`src/rtl/uart_tx_arbiter.sv`:
```
// Round-robin arbiter sharing one UART transmitter among NREQ packet requesters.
// Optional stall timeout is enabled by defining UART_ARB_TIMEOUT_EN.
module uart_tx_arbiter #(
   parameter int NREQ    = 4,
   parameter int TIMEOUT = 1024
) (
   input  logic              CLK,
   input  logic              RST,
   input  logic [NREQ-1:0]   REQ_VALID,
   input  logic [8*NREQ-1:0] REQ_DATA,
   input  logic [NREQ-1:0]   REQ_LAST,
   output logic [NREQ-1:0]   REQ_READY,
   output logic [NREQ-1:0]   GRANT,
   output logic [7:0]        UART_DIN,
   output logic              UART_OE,
   input  logic              UART_RDY,
   output logic              ABORT
);

   localparam int IW = (NREQ > 1) ? $clog2(NREQ) : 1;

   typedef enum logic [1:0] {S_IDLE, S_SEND, S_ISSUE, S_DRAIN} state_t;

   state_t          state_q, state_d;
   logic [NREQ-1:0] grant_q, grant_d;
   logic [IW-1:0]   gidx_q, gidx_d;
   logic [IW-1:0]   ptr_q, ptr_d;
   logic [7:0]      din_q, din_d;
   logic            oe_q, oe_d;
   logic            last_q, last_d;
   logic            abort_q, abort_d;

   logic            xfer;
   logic            stall_expired;
   logic [IW-1:0]   ptr_nxt;
   logic [IW-1:0]   pick;
   logic            pick_vld;
   logic [IW:0]     cand;

   // First valid requester at or above the pointer, wrapping modulo NREQ.
   always_comb begin
      pick     = ptr_q;
      pick_vld = 1'b0;
      cand     = '0;
      for (int k = 0; k < NREQ; k++) begin
         cand = {1'b0, ptr_q} + (IW+1)'(k);
         if (cand >= (IW+1)'(NREQ)) cand = cand - (IW+1)'(NREQ);
         if (!pick_vld && REQ_VALID[cand[IW-1:0]]) begin
            pick     = cand[IW-1:0];
            pick_vld = 1'b1;
         end
      end
   end

   assign ptr_nxt   = (gidx_q == IW'(NREQ-1)) ? '0 : gidx_q + 1'b1;
   assign REQ_READY = (state_q == S_SEND && UART_RDY) ? grant_q : '0;
   assign xfer      = (state_q == S_SEND) && UART_RDY && REQ_VALID[gidx_q];

`ifdef UART_ARB_TIMEOUT_EN
   localparam int CW = $clog2(TIMEOUT + 1);
   logic [CW-1:0] cnt_q, cnt_d;

   // Counts consecutive SEND cycles in which the owner has nothing to offer.
   always_comb begin
      cnt_d = '0;
      if (state_q == S_SEND && !REQ_VALID[gidx_q]) cnt_d = cnt_q + 1'b1;
   end

   assign stall_expired = (state_q == S_SEND) && !REQ_VALID[gidx_q] &&
                          (cnt_q == CW'(TIMEOUT - 1));

   always_ff @(posedge CLK or posedge RST) begin
      if (RST) cnt_q <= '0;
      else     cnt_q <= cnt_d;
   end
`else
   assign stall_expired = 1'b0;
`endif

   always_comb begin
      state_d = state_q;
      grant_d = grant_q;
      gidx_d  = gidx_q;
      ptr_d   = ptr_q;
      din_d   = din_q;
      oe_d    = 1'b0;
      last_d  = last_q;
      abort_d = 1'b0;
      case (state_q)
         S_IDLE: begin
            if (pick_vld) begin
               gidx_d  = pick;
               grant_d = NREQ'(1) << pick;
               state_d = S_SEND;
            end
         end
         S_SEND: begin
            if (xfer) begin
               din_d   = REQ_DATA[{gidx_q, 3'b000} +: 8];
               last_d  = REQ_LAST[gidx_q];
               oe_d    = 1'b1;
               state_d = S_ISSUE;
            end else if (stall_expired) begin
               abort_d = 1'b1;
               grant_d = '0;
               ptr_d   = ptr_nxt;
               state_d = S_IDLE;
            end
         end
         S_ISSUE: state_d = S_DRAIN;
         S_DRAIN: begin
            // The UART drops RDY the cycle after it latches the byte.
            if (!UART_RDY) begin
               if (last_q) begin
                  grant_d = '0;
                  ptr_d   = ptr_nxt;
                  state_d = S_IDLE;
               end else begin
                  state_d = S_SEND;
               end
            end
         end
         default: state_d = S_IDLE;
      endcase
   end

   always_ff @(posedge CLK or posedge RST) begin
      if (RST) begin
         state_q <= S_IDLE;
         grant_q <= '0;
         gidx_q  <= '0;
         ptr_q   <= '0;
         din_q   <= '0;
         oe_q    <= 1'b0;
         last_q  <= 1'b0;
         abort_q <= 1'b0;
      end else begin
         state_q <= state_d;
         grant_q <= grant_d;
         gidx_q  <= gidx_d;
         ptr_q   <= ptr_d;
         din_q   <= din_d;
         oe_q    <= oe_d;
         last_q  <= last_d;
         abort_q <= abort_d;
      end
   end

   assign GRANT    = grant_q;
   assign UART_DIN = din_q;
   assign UART_OE  = oe_q;
   assign ABORT    = abort_q;

endmodule

```
`config.mk`:
```
export PLATFORM = sky130hd
export DESIGN_NAME = uart_tx_arbiter
export DESIGN_NICKNAME = d
export VERILOG_FILES = /design/src/rtl/uart_tx_arbiter.sv
export SDC_FILE = /design/constraint.sdc
export NUM_CORES = 1
export LEC_CHECK = 0
export ABC_AREA = 1
export CAP_MARGIN = 0
export CORE_ASPECT_RATIO = 0.9
export CORE_UTILIZATION = 49
export CTS_BUF_LIST = sky130_fd_sc_hd__clkbuf_8
export DETAILED_ROUTE_END_ITERATION = 10
export PLACE_DENSITY = 0.88
export SLEW_MARGIN = 20
export SYNTH_ARGS = -nofsm -noshare
export SYNTH_HDL_FRONTEND = slang
export SYNTH_SLANG_ARGS = --single-unit
```
`constraint.sdc`:
```
create_clock -name CLK -period 4.4 [get_ports CLK]
set_input_delay 0.44 -clock CLK [delete_from_list [all_inputs] [get_ports CLK]]
set_output_delay 0.44 -clock CLK [all_outputs]
set_load 0.01 [all_outputs]
```
==> results.toml <==
[logic_synthesis]
seq_area_frac_synth_pct = 30.84
synth_cell_types = 30
ys_ff_latch = 20
netlist_area_sq_um = 1623
synth_nets = 303
syn_area_per_cell_sq_um = 6.364
syn-instance-count = 255
synth-warning-count = 0

[finish]
diodes = 0
fin_area_sq_um = 2283
drive_gt1_share_pct = 9.061
layout.nets = 358
final_common_cell = "nand2_1"
syn2layout_area_growth_pct = 40.71
layout_common_cells = "nand2_1 (72), clkdlybuf4s50_1 (59), nor2_1 (47), o21ai_0 (24), dfrtp_1 (20)"

[detailed_routing]
drtAntennaViolNets = 0
top_layer = "met4"
dr.pass1.iters = 5
wl_met1_microns = 1816
routed_wirelength_microns = 4121
vias = 1807
drt-initial-drc-count = 125
wl_per_cell_microns = 11.74
avgViaCountPerCell = 5.148
wl_met3_microns = 234
drc = 0
wl_met2_microns = 2023

[floorplan]
die_h_microns = 56.60
floorplan.rows = 19
core-area_sq_um = 3114
dieArea_sq_um = 3546
ios = 61
start_util_pct = 52.11
dieWidth_microns = 62.66

[cts]
cts_buffers = 3
postCtsHoldBufs = 0
postCtsSetupRepairBufs = 0
cts_max_level = 1
tritoncts = "done"
cts-root-buf = "clkbuf_8"
cts_resized = 0
clock_latency_ps = 260
clk_pin_slew_ps = 80
clock_path_buffers = 2
cts.sinks = 20

[power]
power_mw = 1.574
cellLeakagePower_nw = 1.072
powerDensity_nw_per_um2 = 689.4
vdd_ir_drop_max_uv = 356.3

[grt]
grt_usage_pct = 25.04
overflow = 0
grt_pass1_vias = 1749
antenna_found_initial = 0
grt_pass1_wl_microns = 7107
grt_max_degree = 24

[timing]
fmax_mhz = 426.5
finalCritPeriodShare_pct = 53.29
worstMarginPinSlew_ps = 742.1
holdWs_ps = 505.8
maxSlewHeadroom_pct = 50.47
fin_crit_ps = 2345
grt_setup_unrepaired = "false"
setup_viol = 0
clock_skew_ps = 5.133
setup_tns_ps = 0
final_hold_viol_count = 0
setup_ws_ps = 2055
slew_violations = 0

[worst_setup_path]
startpoint_type = "register"
critPathCaptureType = "register"
worstPathMaxFanout = 23
arrival_ps = 2540
worstSetupPathType = "reg -> reg"
r2r_cells = 8
max_stage_delay_ps = 800
required_ps = 4590
crit_path_top_delay_cell = "dfrtp_1"
crit_chain = "inv_1 > a21oi_1 > o21ai_0 > nand2_1 > nand3_1 > inv_2 > nor2_1 > a31oi_1"

[placed_design]
port_buffers = 59
pre_cts_slack_ps = 2119
placed_area_sq_um = 2212
gp_congestion = 0.8051
dpl.hpwl_microns = 3166

[worst_hold_path]
whs_path_depth = 2
hp-class = "reg -> reg"

[outcome]
status = "complete, no violations"

[job]
maxCapViolCount = 0
==> worst max-delay path, delay by kind of cell (launching register included) <==
family	cells	cell delay [ps]
AND/OR/NAND/NOR	3	290
flip-flops	1	800
AO/OA/AOI/OAI	3	470
buffers and inverters	2	720
==> state kept, by name, indices dropped and copies added (netlist names) <==
register and count:
UART_OE 1, GRANT 4, UART_DIN 8, last_q 1, state_q 2, gidx_q 2, ptr_q 2
==> cells in the mapped netlist (all sizes together) <==
cell | n | area share (%)
ha | 5 | 3.9
conb | 1 | 0.23
o22ai | 1 | 0.39
buf | 6 | 2.6
a211oi | 1 | 0.46
clkbuf | 3 | 0.69
inv | 22 | 5.1
nand4 | 4 | 2.9
dfrtp | 20 | 31
nand2 | 84 | 22
nor3 | 3 | 1.2
a31oi | 8 | 3.1
a21oi | 2 | 0.62
clkinv | 1 | 0.23
o21ai | 26 | 8.0
nand3 | 18 | 5.9
nor2 | 50 | 12
==> layout make-up <==
class,count,area [sq um]
well taps,42,52.55
multi-input cells,203,982.2
repair buffers,59,590.6
inverters,23,86.33
fillers,244,830.8
clock buffers,3,41.29
flip-flops and latches,20,500.5
clock inverters,1,30.03
==> final timing paths <==
check / from / end / slack (ps)
max: gidx_q[0]$_DFFE_PP0P_ / UART_DIN[1]$_DFFE_PP0P_ / 2060
min: GRANT[2]$_DFFE_PP0P_ / GRANT[2]$_DFFE_PP0P_ / 510
max reg2reg: gidx_q[0]$_DFFE_PP0P_ / UART_DIN[1]$_DFFE_PP0P_ / 2060
min reg2reg: GRANT[2]$_DFFE_PP0P_ / GRANT[2]$_DFFE_PP0P_ / 510
max in group asynchronous: RST / GRANT[1]$_DFFE_PP0P_ / 3330
min in group asynchronous: RST / state_q[1]$_DFFE_PP0P_ / 600
==> logic make-up (layout without fill, tap and decap cells) <==
| logic type | after synthesis | count (layout) | synth area share (%) |
|---|---|---|---|
| adder cells (fa/ha/maj) | 5 | 5 | 3.855 |
| other | 1 | 1 | 0.2311 |
| AO/OA/AOI/OAI | 38 | 38 | 12.57 |
| flip-flops | 20 | 20 | 30.84 |
| buffers and inverters | 32 | 86 | 8.634 |
| AND/OR/NAND/NOR | 159 | 159 | 43.87 |
==> where the power goes <==
group          leakage, nW  switching [mW]  internal, mW
Combinational        0.796           0.606         0.395
Sequential           0.241           0.117         0.271
Clock               0.0357          0.0644         0.122
Total                 1.07           0.787         0.787
==> metal layers <==
layer	vias up	global-route usage (%)
li1	924	-
met1	815	30.68
met2	62	43.48
met3	6	4.472
met4	0	9.967
met5	-	0
==> metrics by stage <==
stage	util, %	std cells
floorplan	-	255
global route	73.32	351
finish	73.32	351
CTS	73.32	351
detailed placement	71.03	347
global placement	71.03	347
(Power assumes the default switching activity.)
